[config.mk]
export PLATFORM = sky130hd
export DESIGN_NAME = result_collector_slave_if
export DESIGN_NICKNAME = d
export VERILOG_FILES = /design/src/rtl/result_collector_slave_if.sv
export SDC_FILE = /design/constraint.sdc
export NUM_CORES = 1
export LEC_CHECK = 0
export ABC_AREA = 1
export CORE_ASPECT_RATIO = 1.25
export CORE_UTILIZATION = 45
export DETAILED_ROUTE_END_ITERATION = 7
export GPL_ROUTABILITY_DRIVEN = 0
export GPL_TIMING_DRIVEN = 0
export PLACE_DENSITY = 0.71
export SKIP_LAST_GASP = 1
export SLEW_MARGIN = 20
export SYNTH_ARGS = -nofsm -noshare
export SYNTH_HDL_FRONTEND = slang
export SYNTH_SLANG_ARGS = --single-unit
[constraint.sdc]
create_clock -name clk -period 4.7 [get_ports clk]
set_input_delay 0.47 -clock clk [delete_from_list [all_inputs] [get_ports clk]]
set_output_delay 0.47 -clock clk [all_outputs]
set_load 0.02 [all_outputs]
[src/rtl/result_collector_slave_if.sv]
// result_collector_slave_if
//   Drain side of the array result path. Each beat on the four south-edge
//   result lanes is packed into one word and pushed into a circular FIFO.
//   When a full frame has been buffered the array is held off and the host
//   reads the frame back one word per accepted read.
//
// Ports
//   clk, resetn           clock (posedge) and asynchronous active-low reset
//   s1_data..s4_data      result lanes, packed as {s4,s3,s2,s1}
//   res_valid/res_ready   beat handshake from the array
//   host_re               host read request, honoured only while draining
//   host_data/host_valid  registered read data and its 1-cycle valid pulse
//   fifo_full/fifo_empty  occupancy flags
//   word_count            current occupancy
//   frame_ready           a complete frame is buffered (drain state)
//   frame_done            pulse alongside the last word of a frame
//   drop_err              sticky: a beat was offered while not ready
module result_collector_slave_if #(
  parameter int LANE_W      = 8,
  parameter int W           = 32,
  parameter int D           = 8,
  parameter int FRAME_WORDS = 8
) (
  input  logic                 clk,
  input  logic                 resetn,
  input  logic [LANE_W-1:0]    s1_data,
  input  logic [LANE_W-1:0]    s2_data,
  input  logic [LANE_W-1:0]    s3_data,
  input  logic [LANE_W-1:0]    s4_data,
  input  logic                 res_valid,
  output logic                 res_ready,
  input  logic                 host_re,
  output logic [W-1:0]         host_data,
  output logic                 host_valid,
  output logic                 fifo_full,
  output logic                 fifo_empty,
  output logic [$clog2(D):0]   word_count,
  output logic                 frame_ready,
  output logic                 frame_done,
  output logic                 drop_err
);

  localparam int NUM_LANES = 4;
  localparam int AW        = $clog2(D);
  localparam int PW        = AW + 1;
  localparam int FW        = $clog2(FRAME_WORDS + 1);

  typedef enum logic [1:0] {IDLE, COLLECT, DRAIN} state_t;

  state_t                           state, state_nxt;
  logic [FW-1:0]                    fcnt, fcnt_nxt;
  logic [PW-1:0]                    wptr, rptr;
  logic [W-1:0]                     mem [D];
  logic [NUM_LANES-1:0][LANE_W-1:0] lane;
  logic                             accept, rd, last_rd;

  // Lane 1 lands in the least significant byte.
  assign lane[0] = s1_data;
  assign lane[1] = s2_data;
  assign lane[2] = s3_data;
  assign lane[3] = s4_data;

  // Extra wrap bit on each pointer distinguishes full from empty.
  assign word_count  = wptr - rptr;
  assign fifo_empty  = (wptr == rptr);
  assign fifo_full   = (wptr[AW] != rptr[AW]) && (wptr[AW-1:0] == rptr[AW-1:0]);
  assign frame_ready = (state == DRAIN);
  assign res_ready   = (state != DRAIN) && !fifo_full;
  assign accept      = res_valid && res_ready;
  assign rd          = host_re && (state == DRAIN) && !fifo_empty;

  // Storage is not reset; pointers alone define what is reachable.
  always_ff @(posedge clk) begin
    if (accept) mem[wptr[AW-1:0]] <= lane;
  end

  always_ff @(posedge clk or negedge resetn) begin
    if (!resetn) begin
      wptr       <= '0;
      rptr       <= '0;
      host_data  <= '0;
      host_valid <= 1'b0;
      frame_done <= 1'b0;
      drop_err   <= 1'b0;
    end else begin
      if (accept) wptr <= wptr + PW'(1);
      if (rd) begin
        rptr      <= rptr + PW'(1);
        host_data <= mem[rptr[AW-1:0]];
      end
      host_valid <= rd;
      frame_done <= last_rd;
      if (res_valid && !res_ready) drop_err <= 1'b1;
    end
  end

  always_ff @(posedge clk or negedge resetn) begin
    if (!resetn) begin
      state <= IDLE;
      fcnt  <= '0;
    end else begin
      state <= state_nxt;
      fcnt  <= fcnt_nxt;
    end
  end

  always_comb begin
    state_nxt = state;
    fcnt_nxt  = fcnt;
    last_rd   = 1'b0;
    case (state)
      IDLE: begin
        fcnt_nxt = '0;
        if (accept) begin
          fcnt_nxt  = FW'(1);
          state_nxt = (FRAME_WORDS == 1) ? DRAIN : COLLECT;
        end
      end
      COLLECT: begin
        if (accept) begin
          fcnt_nxt = fcnt + FW'(1);
          if (fcnt + FW'(1) == FW'(FRAME_WORDS)) state_nxt = DRAIN;
        end
      end
      DRAIN: begin
        // The read that empties the FIFO closes the frame.
        if (rd && word_count == PW'(1)) begin
          state_nxt = IDLE;
          fcnt_nxt  = '0;
          last_rd   = 1'b1;
        end
      end
      default: begin
        state_nxt = IDLE;
        fcnt_nxt  = '0;
      end
    endcase
  end

endmodule

# Yosys cells after proc, flatten, opt, wreduce, memory -nomap -nowiden
# Memory sizes are Yosys's and may differ from the RTL's. A register that Yosys moved wholly into a read port is not among the register bits.
# Cells that the tools add are included.
dict set report classes {
  addsub 4
  n_eq_ne 12
  muxes 13
  n_reduce_logical 14
}
# op n
set op_table {}
lappend op_table {{4-bit by 1-bit adder with 4-bit output (second input constant)} 3}
lappend op_table {{4-bit one-hot mux with 3 select lines} 1}
lappend op_table {{2-bit 2-to-1 mux} 4}
lappend op_table {{4-bit 2-to-1 mux} 2}
lappend op_table {{2-bit != test (second input constant)} 4}
lappend op_table {{1-bit logical AND} 7}
lappend op_table {{2-bit one-hot mux with 3 select lines} 1}
lappend op_table {{1-bit 2-to-1 mux} 5}
lappend op_table {{4-bit by 1-bit == test with 1-bit output (second input constant)} 1}
lappend op_table {{4-bit == test} 1}
lappend op_table {{4-bit == test (second input constant)} 1}
lappend op_table {{1-bit logical NOT} 4}
lappend op_table {{4-bit AND reduction} 1}
lappend op_table {{4-bit subtractor} 1}
lappend op_table {{3-bit == test} 1}
lappend op_table {{2-bit by 1-bit == test with 1-bit output (second input constant)} 1}
lappend op_table {{2-bit == test (second input constant)} 1}
lappend op_table {{2-bit logical NOT} 1}
lappend op_table {{2-bit by 1-bit != test with 1-bit output (second input constant)} 1}
lappend op_table {{2-bit AND reduction} 1}
lappend op_table {{1-bit != test} 1}
dict set report totals {
  reg_bits 17
  ram_bits 256
  in_bits 36
  out_inout_bits 43
  wordCells 51
  memories 1
}
# memory words word_bits read_ports rd_clocked_by_memory_dff wr line_no
set memory_table {}
lappend memory_table {mem 8 32 1 1 1 53} ;# logic [W-1:0] mem [D];

# Logic depth before layout (Yosys ltp)
dict set report depth {
  word_depth 7
  ltp_mapped 14
  ltp_nobuf 12
}

# Worst setup path before layout
# OpenSTA, ideal clock, no wires.
dict set report synth_path {
  path_type {register -> register}
  startpoint {register rptr[2]}
  endpoint {memory mem[0][0] (enable)}
  setup_time_ns 0.421
  arrival_time_ns 3.031
  required_ns 4.279
  path_slack_ns 1.248
  path_stages_with_launch 12
  n_path_buf 2
  synth_period_minus_slack_ns 3.452
  cell_sequence {dfrtp_1 -> clkbuf_1 -> inv_1 -> buf_2 -> ha_1 -> nand2_1 -> nor2_1 -> nand2_2 -> nand3_4 -> inv_4 -> nand2_1 -> nor2_1}
}
dict set report synth_via {
  elab_chain_len 7
}
# item line_no
set synth_rtl {}
lappend synth_rtl {{start, declared} 52} ;# logic [PW-1:0] wptr, rptr;
lappend synth_rtl {{start signal, assigned} 88} ;# rptr <= rptr + PW'(1);
lappend synth_rtl {{3-bit == test} 66} ;# assign fifo_full = (wptr[AW] != rptr[AW]) && (wptr[AW-1:0] == rptr[AW-1:0]);
lappend synth_rtl {{1-bit logical AND} 66}
lappend synth_rtl {{1-bit logical NOT} 68} ;# assign res_ready = (state != DRAIN) && !fifo_full;
lappend synth_rtl {{1-bit logical AND} 68}
lappend synth_rtl {{1-bit logical AND} 69} ;# assign accept = res_valid && res_ready;
lappend synth_rtl {{1-bit 2-to-1 mux} 74} ;# if (accept) mem[wptr[AW-1:0]] <= lane;
lappend synth_rtl {{1-bit 2-to-1 mux (not written as such)} 74}
lappend synth_rtl {{end, declared} 53}
# No other way between the ends.

# Worst setup path in the final report
dict set report layout_path {
  startpoint {register rptr[2]}
  endpoint {output port word_count[3]}
}
dict set report layout_via {
  elab_chain_len 1
}
# item line_no
set layout_rtl {}
lappend layout_rtl {{4-bit subtractor} 64} ;# assign word_count = wptr - rptr;
lappend layout_rtl {{end, declared} 37} ;# output logic [$clog2(D):0] word_count,
# No other way between the ends.

==> results list <==
* Clock network latency to the later pin of the worst-skew pair: 0.55 ns
- Layout cell share with drive strength beyond 1: 10.25%
- Iteration-0 DRC Markers: roughly 700
- The smallest clock period supported by the final layout is computed as 3.694 ns.
- The root buffer cell chosen for the clock tree is clkbuf_16.
- The number of antenna diodes in the final layout is 0.
* Most prevalent standard cell on the critical path: nand2_1
- The path class of the tightest hold or removal check is reg2reg.
* Initial antenna violation count: 0
* Post-detailed-route DRC marker count: 0
- In this run the remaining antenna-violating nets after routing total 0.
- Count of different cell masters after synthesis: 33
- Worst-case clock skew: 0.009216 ns
- Of all nets on the critical path, the largest fanout is 10.
- Global routing finished with a remaining overflow of 0.
- Synthesis-to-layout area growth: 20.93%
* Total half-perimeter wirelength after legalization and detailed placement: about 18,000 um
- Setup violations, final: 0
- Critical path start-end classification: reg2out
- Static timing analysis puts the maximum clock frequency at 270.7 MHz.
- Warning count from the yosys run: 0
- Cells fill a little under three fifths of the core in the end.
- The pre-antenna-repair detailed-routing pass consisted of 6 iterations.
- Required time reported for the critical path endpoint: roughly 4.2 ns
- Once placement finished, the instance area stood at approximately 0.013 sq mm.
- Sequential cells were found to cover 74.57% of the synthesized design area.
* Horizontal extent of the die: between 100 and 150 um
* Total CTS buffers: 29
- After floorplanning, the core was divided into 66 placement rows.
- After synthesis, the most frequently instantiated cells are edfxtp_1, nor2_1, o21ai_0, nand2_1, o221ai_1.
- Wire length of the first global-routing pass: roughly 45,000 um
* Synthesized flop and latch total: between 300 and 400
* Final net count: 1,055
- Worst slew margin relative to its limit: between 50 and 60%
* Total routed wirelength: 29,500 um
* Clk pin slew, worst setup/hold paths: 0.06 ns
- Total non-filler cell area in the finished layout: roughly 0.014 sq mm
* Setup repair after global routing missed its margin: false
- Max Slew Vio Count: 0
* Htree depth: 1
- Total count of hold-check failures in the final report: 0
* Largest net degree at the start of global routing: 50
* Synth Flop Type: edfxtp_1
- Summed over all instances, the cell type with the most area after synthesis is edfxtp_1.
- For the pin with the worst max-slew slack, the measured transition is between 0.7 and 0.8 ns.
* Worst setup slack after placement: 1.203 ns
* Data arrival at the endpoint of the critical path: 3.22 ns
- The largest single stage delay on the critical path is a little under 0.6 ns.
* Area of the die: approximately 0.027 sq mm
- FFs w/ async S/R, synth: 16.07%
- The worst setup path is launched from a flop.
- Mapped Area: approximately 0.012 sq mm
- Leaving out filler cells and counting taps, the final layout contains between 1,000 and 1,500.
- Number of cells produced by synthesis: a little under 900
- Status: finished, final reports clean
- Measured along the y axis, the die boundary spans between 150 and 200 um.
- Worst path slowest cell: clkdlybuf4s50_1
- Max-cap violations: 0
- IR analysis of the VDD net gives a maximum drop of 0.2947 mV.
- Walking the worst path, the cells encountered are clkbuf_1 > inv_1 > buf_2 > ha_1 > a21oi_1 > nand2_1 > nand2_1 > nand2_1 > inv_1 > clkdlybuf4s50_1.
* Std-Cell Core Area: approximately 0.026 sq mm
* Post-detailed-route wirelength per cell: 21.47 um
- During I/O placement, the number of pins put on the boundary was 79.
- Yosys instantiated no cell more often than edfxtp_1.
- In this run the power density over the cells is 633.4 mW/mm^2.
- Post-CTS Setup Bufs: 0
- Across all layers, the routed design uses 7,789 vias.
- Initial standard-cell utilization of the core: a little under half
- Global routing used 22.11% of the available tracks across all layers.
- The clock passes through at most 3 buffers.
- # placed instances: around 1,300
* Final clock period utilization by the worst path: 78.60%
* Buf+Inv Stages, Crit Path: 5
- IO buf count: just under 80
- Cell types occupying the most area after synthesis: edfxtp_1, dfrtp_1, o21ai_0
- Synthesized area per cell: 13.39 sq um
- Counting every sink on the clock net gives 305.
* Clock tree from TritonCTS: done
- On the critical path the largest part of the delay comes from buffers and inverters.
- The analysis attributes to cell leakage a power of ~0.005 uW.
- Number of enable flip-flop cells after synthesis: 256
- Vias in the first global route: about 7,900
* Endpoint type of the worst setup path: output pin
- Synth top area share: between 60% and 70%
- Final WS setup: 1.006 ns
- Vias per inst: 5.669
* Mapped Nets: 936
[layout make-up]
cell class / instances / area (sq um)
Tap cell: 340 / 425.4
Sequential cell: 305 / 8914
Multi-Input combinational cell: 511 / 2683
Buffer: 55 / 322.8
Inverter: 22 / 87.58
Clock buffer: 33 / 750.7
Timing Repair Buffer: 88 / 1021
Fill cell: 2106 / 11640
Clock inverter: 20 / 252.7
[report_power, final]
part | switching [uW] | leakage (uW) | internal, uW
clock | 987 | 0.000490 | 1470
sequential | 173 | 0.00295 | 3430
combinational | 2030 | 0.00169 | 1060
[through the flow]
stage / setup TNS (ns) / hold WS (ns) / power [uW]
6_report: 0 / 0.4628 / 9157
3_3_place_gp: -93.18 / 0.4431 / 6526
4_1_cts: 0 / 0.4683 / 9178
3_5_place_dp: 0 / 0.4532 / 6721
2_1_floorplan: 0 / 0.1744 / 5443
5_1_grt: 0 / 0.4894 / 9592
[layout by cell type (no fill, tap or decap), types with 2 or more instances in the layout]
master | synthesis | layout
bufinv_16 | 0 | 6
nand3_1 | 29 | 29
o221ai_1 | 54 | 54
buf_2 | 15 | 15
clkdlybuf4s50_1 | 0 | 77
nor2_4 | 1 | 8
inv_1 | 19 | 19
o211ai_1 | 10 | 10
clkinv_1 | 0 | 6
buf_16 | 0 | 7
o21ai_0 | 117 | 117
buf_6 | 11 | 11
inv_4 | 2 | 2
nand2_2 | 4 | 4
clkinv_2 | 0 | 5
nand4_1 | 3 | 3
nand2_1 | 106 | 106
o22ai_1 | 10 | 10
a21oi_1 | 2 | 2
nor2_1 | 139 | 132
clkbuf_16 | 0 | 29
xor2_1 | 6 | 6
clkbuf_1 | 24 | 27
ha_1 | 6 | 6
edfxtp_1 | 256 | 256
nand2_4 | 2 | 2
nor2_2 | 2 | 2
dfrtp_1 | 49 | 49
buf_12 | 0 | 2
buf_4 | 4 | 5
clkinv_4 | 0 | 2
o21ai_1 | 13 | 13
[cell families (layout without fill, tap and decap cells)]
group / after synthesis / in the layout / synth area share, %
flops: 305 / 305 / 74.57
simple gates: 289 / 289 / 9.923
compound gates: 209 / 209 / 10.84
buf+inv: 77 / 218 / 3.433
fa+ha+maj: 7 / 7 / 0.7955
xor+xnor: 6 / 6 / 0.4396
[sequential cells by signal, indices dropped and copies added (netlist names), 2 cells and up]
signal and cells:
mem 256, host_data 32, fcnt 4, rptr 4, wptr 4, state 2
[path summary, 6_finish.rpt]
path / start / depth (start not counted) / slack (ns) / to
max in group asynchronous: resetn / 2 / 3.70 / host_data[22]
setup reg to reg: rptr[2] / 12 / 1.14 / mem[4][19]
hold / removal: drop_err / 1 / 0.46 / drop_err
setup / recovery: rptr[2] / 10 / 1.01 / word_count[3]
hold reg to reg: drop_err / 1 / 0.46 / drop_err
min in group asynchronous: resetn / 2 / 0.52 / fcnt[2]
[what timing repair did]
action / in CTS / in global routing
hold endpoints to repair: 1 / 0
hold buffers: 1 / 0
gates resized for setup: 0 / 0
[routing by layer]
metal,GRT usage [%],vias up,routed length (um)
li1,-,3527,-
met1,27.57,3869,11640
met2,38.64,336,14820
met3,3.688,57,2215
met4,8.206,0,823
met5,0,-,0
No activity file was read; power rests on OpenSTA's default activity.
